[src/rtl/mda_pixel_serializer_pkg.sv]
// Shared MDA video definitions: attribute decode constants,
// line-graphics code range and the latched per-cell bundle.
package mda_pixel_serializer_pkg;

    localparam logic [7:0] ATTR_MASK      = 8'h77;
    localparam logic [7:0] ATTR_BLANK     = 8'h00;
    localparam logic [7:0] ATTR_REVERSE   = 8'h70;
    localparam logic [7:0] ATTR_UNDERLINE = 8'h01;
    localparam logic [7:0] LG_FIRST       = 8'hC0;
    localparam logic [7:0] LG_LAST        = 8'hDF;

    typedef enum logic [1:0] {
        ATTR_NORMAL,
        ATTR_BLANKED,
        ATTR_REVERSED,
        ATTR_UNDERLINED
    } attr_kind_e;

    typedef struct packed {
        logic [7:0] attr;
        logic [4:0] row_addr;
        logic       cursor_here;
        logic       display_en;
    } cell_t;

    function automatic attr_kind_e attr_kind(input logic [7:0] a);
        logic [7:0] m;
        attr_kind_e k;
        m = a & ATTR_MASK;
        unique case (1'b1)
            (m == ATTR_BLANK):     k = ATTR_BLANKED;
            (m == ATTR_REVERSE):   k = ATTR_REVERSED;
            (m == ATTR_UNDERLINE): k = ATTR_UNDERLINED;
            default:               k = ATTR_NORMAL;
        endcase
        return k;
    endfunction

    function automatic logic is_line_graphics(input logic [7:0] code);
        return (code >= LG_FIRST) && (code <= LG_LAST);
    endfunction

endpackage

[src/rtl/mda_pixel_serializer_if.sv]
// Character-cell inputs and pixel outputs of the MDA serializer.
// The master side is the CRTC/font fetch logic, the slave the serializer.
interface mda_pixel_serializer_if;
    import mda_pixel_serializer_pkg::*;

    logic       pix_ce;
    logic       char_load;
    logic [7:0] char_code;
    logic [7:0] attr;
    logic [7:0] font_row;
    logic [4:0] row_addr;
    logic       cursor_here;
    logic       display_en;
    logic       blink_en;
    logic       vsync;
    logic       video;
    logic       intensity;

    modport master (
        output pix_ce, char_load, char_code, attr, font_row, row_addr,
        output cursor_here, display_en, blink_en, vsync,
        input  video, intensity
    );

    modport slave (
        input  pix_ce, char_load, char_code, attr, font_row, row_addr,
        input  cursor_here, display_en, blink_en, vsync,
        output video, intensity
    );

endinterface

[src/rtl/mda_blink_counter.sv]
// Counts vsync rising edges in a 5-bit wrapping frame counter;
// bit 3 paces the cursor blink and bit 4 the character blink.
module mda_blink_counter
    import mda_pixel_serializer_pkg::*;
(
    input  logic       clk,
    input  logic       reset_n,
    input  logic       vsync,
    output logic [4:0] count
);

    logic       vsync_q;
    logic       vsync_d;
    logic [4:0] cnt_q;
    logic [4:0] cnt_d;

    always_comb begin
        vsync_d = vsync;
        cnt_d   = cnt_q;
        if (vsync && !vsync_q) begin
            cnt_d = cnt_q + 5'd1;
        end
    end

    always_ff @(posedge clk or negedge reset_n) begin
        if (!reset_n) begin
            vsync_q <= 1'b0;
            cnt_q   <= '0;
        end else begin
            vsync_q <= vsync_d;
            cnt_q   <= cnt_d;
        end
    end

    assign count = cnt_q;

endmodule

[src/rtl/mda_pixel_serializer.sv]
// 9-dot MDA character serializer: font shift register, attribute
// decode, blink/cursor overlay and registered video/intensity.
module mda_pixel_serializer
    import mda_pixel_serializer_pkg::*;
#(
    parameter int UNDERLINE_ROW = 12,
    parameter bit BLANK_C0_DF   = 1'b1
) (
    input  logic                  clk,
    input  logic                  reset_n,
    mda_pixel_serializer_if.slave bus
);

    localparam logic [4:0] UL_ROW = 5'(UNDERLINE_ROW);

    logic [8:0] shift_q;
    logic [8:0] shift_d;
    cell_t      cell_q;
    cell_t      cell_d;
    logic       video_q;
    logic       video_d;
    logic       inten_q;
    logic       inten_d;
    logic [4:0] frame_cnt;
    logic       ninth;
    logic       pix;
    attr_kind_e kind;

    mda_blink_counter u_blink (
        .clk     (clk),
        .reset_n (reset_n),
        .vsync   (bus.vsync),
        .count   (frame_cnt)
    );

    always_comb begin
        shift_d = shift_q;
        cell_d  = cell_q;
        video_d = video_q;
        inten_d = inten_q;
        ninth   = 1'b0;
        kind    = attr_kind(cell_q.attr);
        pix     = shift_q[8];

        case (kind)
            ATTR_BLANKED:    pix = 1'b0;
            ATTR_REVERSED:   pix = ~pix;
            ATTR_UNDERLINED: if (cell_q.row_addr == UL_ROW) pix = 1'b1;
            default:         pix = shift_q[8];
        endcase

        if (bus.blink_en && cell_q.attr[7] && frame_cnt[4]) begin
            pix = 1'b0;
        end
        // Cursor goes last so it stays visible over blinking text.
        if (cell_q.cursor_here && frame_cnt[3]) begin
            pix = ~pix;
        end
        if (!cell_q.display_en) begin
            pix = 1'b0;
        end

        if (BLANK_C0_DF && is_line_graphics(bus.char_code)) begin
            ninth = bus.font_row[0];
        end

        if (bus.pix_ce) begin
            video_d = pix;
            inten_d = pix & cell_q.attr[3];
            if (bus.char_load) begin
                shift_d            = {bus.font_row, ninth};
                cell_d.attr        = bus.attr;
                cell_d.row_addr    = bus.row_addr;
                cell_d.cursor_here = bus.cursor_here;
                cell_d.display_en  = bus.display_en;
            end else begin
                shift_d = {shift_q[7:0], 1'b0};
            end
        end
    end

    always_ff @(posedge clk or negedge reset_n) begin
        if (!reset_n) begin
            shift_q <= '0;
            cell_q  <= '0;
            video_q <= 1'b0;
            inten_q <= 1'b0;
        end else begin
            shift_q <= shift_d;
            cell_q  <= cell_d;
            video_q <= video_d;
            inten_q <= inten_d;
        end
    end

    assign bus.video     = video_q;
    assign bus.intensity = inten_q;

endmodule

[src/flat_wrapper.sv]
// flat-port wrapper written by rule: the top's interface ports become plain ports
module mda_pixel_serializer_flat import mda_pixel_serializer_pkg::*;
#(
    parameter int UNDERLINE_ROW = 12,
    parameter bit BLANK_C0_DF   = 1'b1
)
  (clk, reset_n, bus_pix_ce, bus_char_load, bus_char_code, bus_attr, bus_font_row, bus_row_addr, bus_cursor_here, bus_display_en, bus_blink_en, bus_vsync, bus_video, bus_intensity);
  mda_pixel_serializer_if bus_i ();
  input  logic clk;
  input  logic reset_n;
  input wire logic [$bits(bus_i.pix_ce)-1:0] bus_pix_ce;
  input wire logic [$bits(bus_i.char_load)-1:0] bus_char_load;
  input wire logic [$bits(bus_i.char_code)-1:0] bus_char_code;
  input wire logic [$bits(bus_i.attr)-1:0] bus_attr;
  input wire logic [$bits(bus_i.font_row)-1:0] bus_font_row;
  input wire logic [$bits(bus_i.row_addr)-1:0] bus_row_addr;
  input wire logic [$bits(bus_i.cursor_here)-1:0] bus_cursor_here;
  input wire logic [$bits(bus_i.display_en)-1:0] bus_display_en;
  input wire logic [$bits(bus_i.blink_en)-1:0] bus_blink_en;
  input wire logic [$bits(bus_i.vsync)-1:0] bus_vsync;
  output wire logic [$bits(bus_i.video)-1:0] bus_video;
  output wire logic [$bits(bus_i.intensity)-1:0] bus_intensity;
  assign bus_i.pix_ce = bus_pix_ce;
  assign bus_i.char_load = bus_char_load;
  assign bus_i.char_code = bus_char_code;
  assign bus_i.attr = bus_attr;
  assign bus_i.font_row = bus_font_row;
  assign bus_i.row_addr = bus_row_addr;
  assign bus_i.cursor_here = bus_cursor_here;
  assign bus_i.display_en = bus_display_en;
  assign bus_i.blink_en = bus_blink_en;
  assign bus_i.vsync = bus_vsync;
  assign bus_video = bus_i.video;
  assign bus_intensity = bus_i.intensity;
  mda_pixel_serializer #(.UNDERLINE_ROW(UNDERLINE_ROW), .BLANK_C0_DF(BLANK_C0_DF)) u_core (.clk(clk), .reset_n(reset_n), .bus(bus_i));
endmodule
[config.mk]
export PLATFORM = sky130hd
export DESIGN_NAME = mda_pixel_serializer_flat
export DESIGN_NICKNAME = d
export VERILOG_FILES = /design/src/rtl/mda_pixel_serializer_pkg.sv /design/src/rtl/mda_pixel_serializer_if.sv /design/src/rtl/mda_blink_counter.sv /design/src/rtl/mda_pixel_serializer.sv /design/src/flat_wrapper.sv
export SDC_FILE = /design/constraint.sdc
export NUM_CORES = 1
export LEC_CHECK = 0
export CORE_MARGIN = 3
export CORE_UTILIZATION = 55
export DETAILED_ROUTE_END_ITERATION = 8
export DONT_BUFFER_PORTS = 1
export PLACE_DENSITY = 0.82
export SLEW_MARGIN = 30
export SYNTH_ARGS = -nofsm -noshare
export SYNTH_HDL_FRONTEND = slang
export SYNTH_SLANG_ARGS = --single-unit
[constraint.sdc]
create_clock -name clk -period 1.9 [get_ports clk]
set_input_delay 0.285 -clock clk [delete_from_list [all_inputs] [get_ports clk]]
set_output_delay 0.285 -clock clk [all_outputs]
set_load 0.03 [all_outputs]
== After elaboration in Yosys (flattened, before gate mapping) ==
Cells that the tools add are included.

* Register bits after elaboration: 32
* Bits in latches: 0
* Memory bits (writable): 0
* Memory bits (read-only): 0
* Input bits: 37
* Output and inout port bits: 2
* Logic and storage cells: 37
* Memories: 0

* Add/subtract/negate cells: 1
* Multipliers: 0
* Divide/modulo/power cells: 0
* Order comparisons: 2
* Eq/ne operators: 6
* Shift operators: 0
* Multiplexer cells: 8
* Bitwise operators: 3
* Reduce and logical (&&, ||, !) cells: 8

{| class="wikitable"
|+ Operators by type and width
! operator !! number
|-
| 9-bit 2-to-1 mux || 1
|-
| 8-bit >= comparator, second input constant || 1
|-
| 8-bit less-or-equal comparator, second input constant || 1
|-
| 8-bit logical NOT || 1
|-
| 6-bit by 1-bit equality test with 1-bit output, second input constant || 1
|-
| 6-bit equality test, second input constant || 1
|-
| 2-bit one-hot mux with 3 select lines || 1
|-
| 5-bit by 1-bit adder with 5-bit output, second input constant || 1
|-
| 5-bit by 4-bit equality test with 1-bit output, second input constant || 1
|-
| 1-bit logical AND || 5
|-
| 1-bit 2-to-1 mux || 5
|-
| 2-bit equality test, second input constant || 2
|-
| 1-bit one-hot mux with 3 select lines || 1
|-
| 2-bit by 1-bit equality test with 1-bit output, second input constant || 1
|-
| 1-bit inverter || 2
|-
| 2-bit AND reduction || 1
|-
| 1-bit AND || 1
|-
| 1-bit logical NOT || 1
|}

== Logic depth before layout (Yosys ltp) ==
Gate-level depths: netlist of the first run.

* Depth after elaboration: 9
* Depth in mapped cells: 5
* Mapped depth without buffers: 5

== By module ==
Synthesis of the first run repeated with hierarchy kept, for this count alone.

* Cell total of the unflattened synthesis: 108
* Area, all modules: 1385.1 um2

{| class="wikitable"
|+ Modules (own cells, without submodules)
! module !! times used !! cells an instance !! area an instance (um2) !! seq. area each (um2)
|-
| mda_pixel_serializer || 1 || 92 || 1146.1 || 650.6
|-
| mda_blink_counter || 1 || 16 || 239.0 || 150.1
|}

== Least setup slack after synthesis of the first run ==
Ideal clock, no wire load.

* Path kind: reg2reg
* Start: register u_core.cell_q[8] (netlist name)
* End: register u_core.inten_q (netlist: u_core.bus.intensity)
* Setup time: 0.135 ns
* Arrival: 1.238 ns
* Data required time: 1.765 ns
* Path slack: 0.527 ns
* Cell stages (with the launch flop): 6
* Buffers on the path: 0
* Period minus slack after synthesis: 1.373 ns
* Cell sequence: dfrtp_1 > nor4b_2 > nand3_1 > a211oi_2 > xor2_1 > o22ai_1

* Word-level cells in the longest chain between the ends: 9
* Elaborated cells on any way between the ends: 13
* Classes of those cells: eq/ne: 5; mux: 5; bitwise: 2; reduce/logical: 1

{| class="wikitable"
|+ Ends and longest elaborated chain
! item !! line !! RTL
|-
| from (decl) || mda_pixel_serializer.sv:18 || <nowiki>cell_t cell_q;</nowiki>
|-
| from (signal assigned) || mda_pixel_serializer.sv:90 || <nowiki>cell_q <= cell_d;</nowiki>
|-
| 6-bit by 1-bit equality test with 1-bit output (tied with other cells) || mda_pixel_serializer_pkg.sv:33 || <nowiki>(m == ATTR_UNDERLINE): k = ATTR_UNDERLINED;</nowiki>
|-
| 2-bit one-hot mux with 3 select lines * || mda_pixel_serializer_pkg.sv:30 || <nowiki>unique case (1'b1)</nowiki>
|-
| 2-bit equality test or 2-bit by 1-bit equality test with 1-bit output (tied branches) || mda_pixel_serializer.sv:45 || <nowiki>case (kind)</nowiki>
|-
| 1-bit one-hot mux with 3 select lines * || mda_pixel_serializer.sv:45 ||
|-
| 1-bit 2-to-1 mux * || mda_pixel_serializer.sv:52 || <nowiki>if (bus.blink_en && cell_q.attr[7] && frame_cnt[4]) begin</nowiki>
|-
| 1-bit inverter || mda_pixel_serializer.sv:57 || <nowiki>pix = ~pix;</nowiki>
|-
| 1-bit 2-to-1 mux * || mda_pixel_serializer.sv:56 || <nowiki>if (cell_q.cursor_here && frame_cnt[3]) begin</nowiki>
|-
| 1-bit 2-to-1 mux * || mda_pixel_serializer.sv:59 || <nowiki>if (!cell_q.display_en) begin</nowiki>
|-
| 1-bit AND * || mda_pixel_serializer.sv:69 || <nowiki>inten_d = pix & cell_q.attr[3];</nowiki>
|-
| to (signal assigned) || mda_pixel_serializer.sv:92 || <nowiki>inten_q <= inten_d;</nowiki>
|-
| to (decl) || mda_pixel_serializer.sv:22 || <nowiki>logic inten_q;</nowiki>
|}

Mark *: on every way between the ends. The rest lies on a longest branch, timed or not.
A chain may end at the register's enable or synchronous reset.

== Worst setup path after layout of the first run ==
Ends and elaborated chain as after synthesis.

==> results by group, run 1 <==
Synth
  – Top cell type by total area after synthesis: dfrtp_1
  – Netlist cell types: 29
  – Mean post-synth cell area: 12.71 um^2
  – Fraction of registers with async set/reset: 1.000
  – Top post-synthesis cells by count: dfrtp_1, mux2_2, nor2_1
  – Mapped Area: ~1400 um^2
  – Register area share after synthesis: 0.5834
  – Seq cells post-synth: 32
  – Syn. warnings: 0
  – Most used flip-flop cell after synthesis: dfrtp_1
  – Most frequent cell after synthesis: dfrtp_1
  – Cells after synthesis: roughly 110
  – Syn Nets: ~150
  – Yosys top cell area share: 0.5834
  – EDFF count, synth: 0
  – Synth area leaders: dfrtp_1, mux2_2, mux2_1

Floorplan
  – Initial core utilization: 0.5975
  – Die Ht: approximately 56 um
  – Total Die Area: approximately 3100 um^2
  – Die width: between 50 and 60 um
  – Std-Cell Rows: 17
  – Core area: between 2000 and 2500 um^2
  – IO Pins: 39

STA
  – RSZ-0062 raised after global routing: false
  – Top achievable clock speed: about 650 MHz
  – Worst Hold Slack: 0.04516 ns
  – Final setup violation count: 0
  – Fin Clk Skew: 0.004873 ns
  – Slew @ Worst Pin: ~0.37 ns
  – Period minus WS final: roughly 1.5 ns
  – Max-slew violations: 0
  – Final worst path period share: 0.8128
  – Final setup TNS: 0 ns
  – Worst relative slew slack: 0.7554
  – Fin. Hold Viols: 0

Worst setup path
  – Startpoint type of the worst setup path: flop
  – CP max FO: 3
  – WP data required: about 2.1 ns
  – WS Path Type: flop to flop
  – CP arrival: ~1.7 ns
  – Setup crit end kind: flop

Global route
  – Largest net degree at the start of global routing: 33
  – First-pass GRT wire length: between 3 and 4 mm
  – Number of global-route vias before repair: 888
  – Total GRT Usage: 0.1668
  – Initial antenna violation count: 0
  – GR Overflow Total: 0

Job
  – Max Cap Viol: 0

Layout
  – Share of layout cells above drive strength 1: 0.1739
  – Area delta synth->final: 8.478%
  – N_diodes: 0
  – Final-layout fill cell count: approximately 190
  – Nets@finish: approximately 150

Clock tree
  – CTS sink cnt: 32
  – Htree depth: 2
  – Setup repair bufs after CTS: 0
  – Num CTS Buffers: 5
  – Post_cts resized: 0
  – CTS Buffer Depth: 2
  – Clock Tree Root: clkbuf_4
  – Cts-stage hold buffer count: 3
  – Worst skew pair latency: a little over 0.3 ns
  – Clock transition at the registers of the reported paths: around 0.090 ns
  – CTS tree: yes

Detailed routing
  – Drt total wl: roughly 2.2 mm
  – Via density per instance: about 5.6
  – 1st-iter DRT viols: 21
  – Residual DRC: 0
  – Wire length per cell: roughly 15 um
  – Via count: 807
  – Pre-antenna DRT Iters: 4
  – Post-DRT Antenna Nets: 0

Placed design
  – Post-DP HPWL: roughly 1.6 mm
  – IO buf count: 0
  – Routability cong.: slightly below 0.7

Pwr
  – P_leak: ~0.63 nW
  – Pwr Density: 1057 nW/um^2
  – Max VDD drop: roughly 0.66 mV
  – Power, Total: around 1.6 mW

Status
  – Status: completed

Worst hold path
  – Min-delay worst type: primary input to flop
[layer usage]
layer  vias to the layer above  part of all wire  GRT usage
li1                        396                 -          -
met1                       387              0.42     0.1917
met2                        19              0.51     0.2770
met3                         5             0.056    0.06497
met4                         0             0.016    0.07119
met5                         -                 0          0
[worst max-delay path, cell delays in order (launching register included)]
cell	delay [ns]
dfrtp_1	0.41
nor4b_2	0.31
nand3_1	0.12
a211oi_2	0.25
xor2_1	0.22
o22ai_1	0.11
[layout by cell type, fill, tap and decap left out, types with 2 or more instances in the layout]
cell	n
mux2_2	9
nor3_1	2
nand2_1	4
inv_1	3
nand4_1	2
xnor2_1	3
mux2i_1	7
nand3_1	2
xor2_1	2
mux2_1	7
o22ai_1	3
a21oi_1	7
clkbuf_4	5
dfrtp_1	32
nor2_1	8
clkbuf_1	2
dlygate4sd3_1	2
[sequential cells by signal, summed over array words and instances (netlist names)]
register                flops
u_core.shift_q              9
u_core.cell_q              15
u_core.u_blink.vsync_q      1
u_core.bus.intensity        1
u_core.bus.video            1
u_core.u_blink.count        5
[where the power goes]
part	leakage [nW]	switching (mW)	internal, mW
registers	0.377	0.123	0.816
logic	0.223	0.100	0.141
clock network	0.0326	0.210	0.183
[area by class of cell]
class	instances	area, um^2	share of cell area
inverters	3	11.26	0.007563
clock buffers	8	58.81	0.03950
multi-input cells	69	543.0	0.3647
repair buffers	3	40.04	0.02689
flip-flops and latches	32	800.8	0.5378
well taps	28	35.03	0.02353
[path summary, 6_finish.rpt]
kind	startpoint	endpoint	slack [ns]	cells after the start
worst min-delay path	bus_pix_ce	u_core.shift_q[5]	0.05	1
worst max-delay path	u_core.cell_q[8]	u_core.bus.intensity	0.36	5
min in group asynchronous	reset_n	u_core.u_blink.count[2]	0.40	2
max in group asynchronous	reset_n	u_core.cell_q[4]	1.33	2
worst min register to register	u_core.u_blink.count[4]	u_core.u_blink.count[4]	0.48	1
worst max register to register	u_core.cell_q[8]	u_core.bus.intensity	0.36	5
[stage by stage]
step / instance area (um^2) / instances / worst slack, ns / util
after floorplan: 1373 / 108 / 0.5268 / -
after global placement: 1390 / 132 / 0.4012 / 0.6051
after detailed placement: 1390 / 132 / 0.3575 / 0.6051
after CTS: 1489 / 143 / 0.3311 / 0.6481
after global routing: 1489 / 143 / 0.2814 / 0.6481
final: 1489 / 143 / 0.3556 / 0.6481
[kinds of logic after synthesis]
logic type / share of synthesized area
mux: 0.1823
compound gates: 0.06473
buf+inv: 0.02097
xor+xnor: 0.03191
fa+ha+maj: 0.009114
simple gates: 0.1076
flops: 0.5834
Power figures use the tool's default switching activity.
==> run 2: changes to the inputs <==
Settings changed: CORE_UTILIZATION 55 to 54, PLACE_DENSITY 0.82 to 0.84.
Clock period 1.9 ns to 1.35 ns, I/O delays scaled along.
==> run 2 against run 1 <==
Net effect: the run now ends with setup timing left; non-clock buffer count rose by 20; sequential cell count stayed put; cell count up 13%; utilization increased by 8.2 points; wire length is 21% higher; total power is 43% higher; largest cell class unchanged.
==> results by group, run 2 (synthesized netlist as in run 1, its figures left out) <==
Global route
  – GR Util met3: 0.08276 (was 0.06497)
  – Initial antenna violation count: 0 (unchanged)
  – Met1 GRT Util: 0.2054 (was 0.1917)
  – GR Overflow Total: 0 (unchanged)
  – Grt met2 use: 0.3072 (was 0.2770)
  – GRT busiest layer: met2 (unchanged)
  – Largest net degree at the start of global routing: 33 (unchanged)
  – Number of global-route vias before repair: 976 (was 888)
  – First-pass GRT wire length: 4.381 mm (was 3.926 mm)
  – Total GRT Usage: 0.1842 (was 0.1668)

STA
  – Worst Hold Slack: 0.01588 ns (was 0.04516 ns)
  – Max-slew violations: 0 (unchanged)
  – Period minus WS final: 1.485 ns (was 1.544 ns)
  – Fin Clk Skew: 0.01229 ns (was 0.004873 ns)
  – Slack of the critical path: -0.1354 ns (was 0.3556 ns)
  – Fin. Hold Viols: 0 (unchanged)
  – RSZ-0062 raised after global routing: true (was false)
  – Final setup violation count: 2 (was 0)
  – Final worst path period share: 1.100 (was 0.8128)
  – Top achievable clock speed: 673.2 MHz (was 647.5 MHz)
  – Worst relative slew slack: 0.7424 (was 0.7554)
  – Slew @ Worst Pin: 0.3850 ns (was 0.3656 ns)

Worst setup path
  – R2r worst-path depth: 5 (unchanged)
  – WP data required: 1.57 ns (was 2.09 ns)
  – Setup crit end kind: flop (unchanged)
  – CP max FO: 3 (unchanged)
  – R2R setup slack: -0.14 ns (was 0.36 ns)
  – Startpoint type of the worst setup path: flop (unchanged)
  – FF-to-FF End: u_core.bus.video (was u_core.bus.intensity)
  – R2r startpoint: u_core.cell_q[9] (was u_core.cell_q[8])
  – CP arrival: 1.70 ns (was 1.74 ns)
  – WS Path Type: flop to flop (unchanged)

Status
  – Violated checks: setup timing
  – Status: finished with violations (was completed)

Job
  – Max Cap Viol: 0 (unchanged)

Clock tree
  – Clock Tree Root: clkbuf_4 (unchanged)
  – Htree depth: 2 (unchanged)
  – Clock transition at the registers of the reported paths: 0.10 ns (was 0.09 ns)
  – CTS tree: yes (unchanged)
  – CTS sink cnt: 32 (unchanged)
  – Worst skew pair latency: 0.33 ns (was 0.31 ns)
  – Num CTS Buffers: 5 (unchanged)
  – CTS Buffer Depth: 2 (unchanged)

Pwr
  – Internal power: 1.592 mW (was 1.140 mW)
  – Max VDD drop: 1.097 mV (was 0.6581 mV)
  – Seq pwr share: 0.593 (was 0.597)
  – Sw Share: 0.2899 (was 0.2755)
  – P_leak: 0.7165 nW (was 0.6327 nW)
  – Sw Pwr: 0.6499 mW (was 0.4335 mW)
  – Gate power share: 0.183 (was 0.154)
  – Clock share of power: 0.224 (was 0.250)
  – Pwr Density: 1324 nW/um^2 (was 1057 nW/um^2)
  – Power, Total: 2.242 mW (was 1.573 mW)

Floorplan
  – IO Pins: 39 (unchanged)
  – Initial core utilization: 0.5920 (was 0.5975)
  – Core area: 2318 um^2 (was 2297 um^2)
  – Die width: 56.42 um (was 55.96 um)
  – Total Die Area: 3183 um^2 (was 3131 um^2)
  – Die Ht: 56.42 um (was 55.96 um)
  – Std-Cell Rows: 17 (unchanged)

Detailed routing
  – 1st-iter DRT viols: 19 (was 21)
  – Drt total wl: 2.670 mm (was 2.204 mm)
  – Via count: 899 (was 807)
  – Wire length per cell: 16.48 um (was 15.41 um)
  – Residual DRC: 0 (unchanged)
  – Pre-antenna DRT Iters: 4 (unchanged)
  – Via density per instance: 5.549 (was 5.643)
  – Post-DRT Antenna Nets: 0 (unchanged)

Layout
  – Most flops, register: u_core.cell_q (unchanged)
  – N_diodes: 0 (unchanged)
  – Share of layout cells above drive strength 1: 0.1866 (was 0.1739)
  – Util after Layout: 0.7302 (was 0.6481)
  – Commonest cells after routing, fill and taps aside: dfrtp_1, dlygate4sd3_1, mux2_2 (was dfrtp_1, mux2_2, nor2_1)
  – Final-layout fill cell count: 174 (was 188)
  – Final instance area: 1693 um^2 (was 1489 um^2)
  – Largest register FFs: 15 (unchanged)
  – Area delta synth->final: 23.34% (was 8.478%)
  – Commonest non-fill, non-tap cell in the layout: dfrtp_1 (unchanged)
  – Nets@finish: 172 (was 152)

Placed design
  – Post-DP HPWL: 1.646 mm (was 1.591 mm)
  – Routability cong.: 0.7812 (was 0.6843)
  – Placed cell areas: 1418 um^2 (was 1390 um^2)
  – IO buf count: 0 (unchanged)

Worst hold path
  – Hold path endpoint: u_core.cell_q[14] (was u_core.shift_q[5])
  – Min-delay worst type: primary input to flop (unchanged)
  – Hold_sp: bus_attr[7] (was bus_pix_ce)
  – Hold depth: 1 (unchanged)
-- run 2: changes by cell type in the layout (fill, tap and decap cells not counted), sizes merged --
cell / before / now
dlygate4sd3: 2 / 20
clkbuf: 8 / 6
clkinv: 0 / 1
buf: 1 / 3
-- run 2: how the worst max path moves through the flow --
stage / from / endpoint / slack (ns)
2_1_floorplan: u_core.cell_q[9] / u_core.bus.intensity / 0.0002
3_3_place_gp: u_core.cell_q[8] / u_core.bus.video / -0.1
3_5_place_dp: u_core.cell_q[9] / u_core.bus.video / -0.16
4_1_cts: u_core.cell_q[9] / u_core.bus.video / -0.16
5_1_grt: u_core.cell_q[9] / u_core.bus.intensity / -0.23
6_report: u_core.cell_q[9] / u_core.bus.video / -0.14
-- run 2: area by class of cell --
class / instances / area [um^2] / share of cell area
Clock buffer: 6 / 41.29 / 0.02439
Clock inverter: 1 / 5.005 / 0.002956
Inverter: 3 / 11.26 / 0.006652
Multi-Input combinational cell: 69 / 564.3 / 0.3333
Sequential cell: 32 / 800.8 / 0.4730
Tap cell: 28 / 35.03 / 0.02069
Timing Repair Buffer: 23 / 235.2 / 0.1390
-- run 2: critical path, cell delays in order (launching register included) --
cell and delay [ns]:
dfrtp_1 0.43, nor4b_2 0.29, nand3_1 0.12, a211oi_2 0.21, xor2_1 0.23, o22ai_1 0.09
-- run 2: through the flow --
step                setup slack, ns  TNS [ns]  cells
floorplan                 0.0002022         0    108
global placement           -0.09531   -0.1905    134
detailed placement          -0.1603   -0.3197    134
CTS                         -0.1583   -0.3150    162
global route                -0.2302   -0.4504    162
finish                      -0.1354   -0.2705    162
-- run 2: routing by layer --
metal | share of wire | vias to the layer above
met5 | 0 | -
met4 | 0.018 | 0
li1 | - | 438
met2 | 0.49 | 26
met1 | 0.43 | 429
met3 | 0.062 | 6
-- run 2: power by group through the flow --
stage          combinational [mW]  sequential [mW]  clock, mW
3_3_place_gp                0.308             1.33          0
5_1_grt                     0.472             1.36      0.548
6_report                    0.410             1.33      0.503
4_1_cts                     0.423             1.33      0.518
3_5_place_dp                0.329             1.34          0
2_1_floorplan               0.287             1.30          0
-- run 2: repair_timing --
action                     CTS  global route
buffers inserted             0             0
setup endpoints to repair    2             5
gates resized for setup      1             1
pin swaps                    2             2
cloned                       0             0
hold buffers                21             3
hold endpoints to repair    54             5
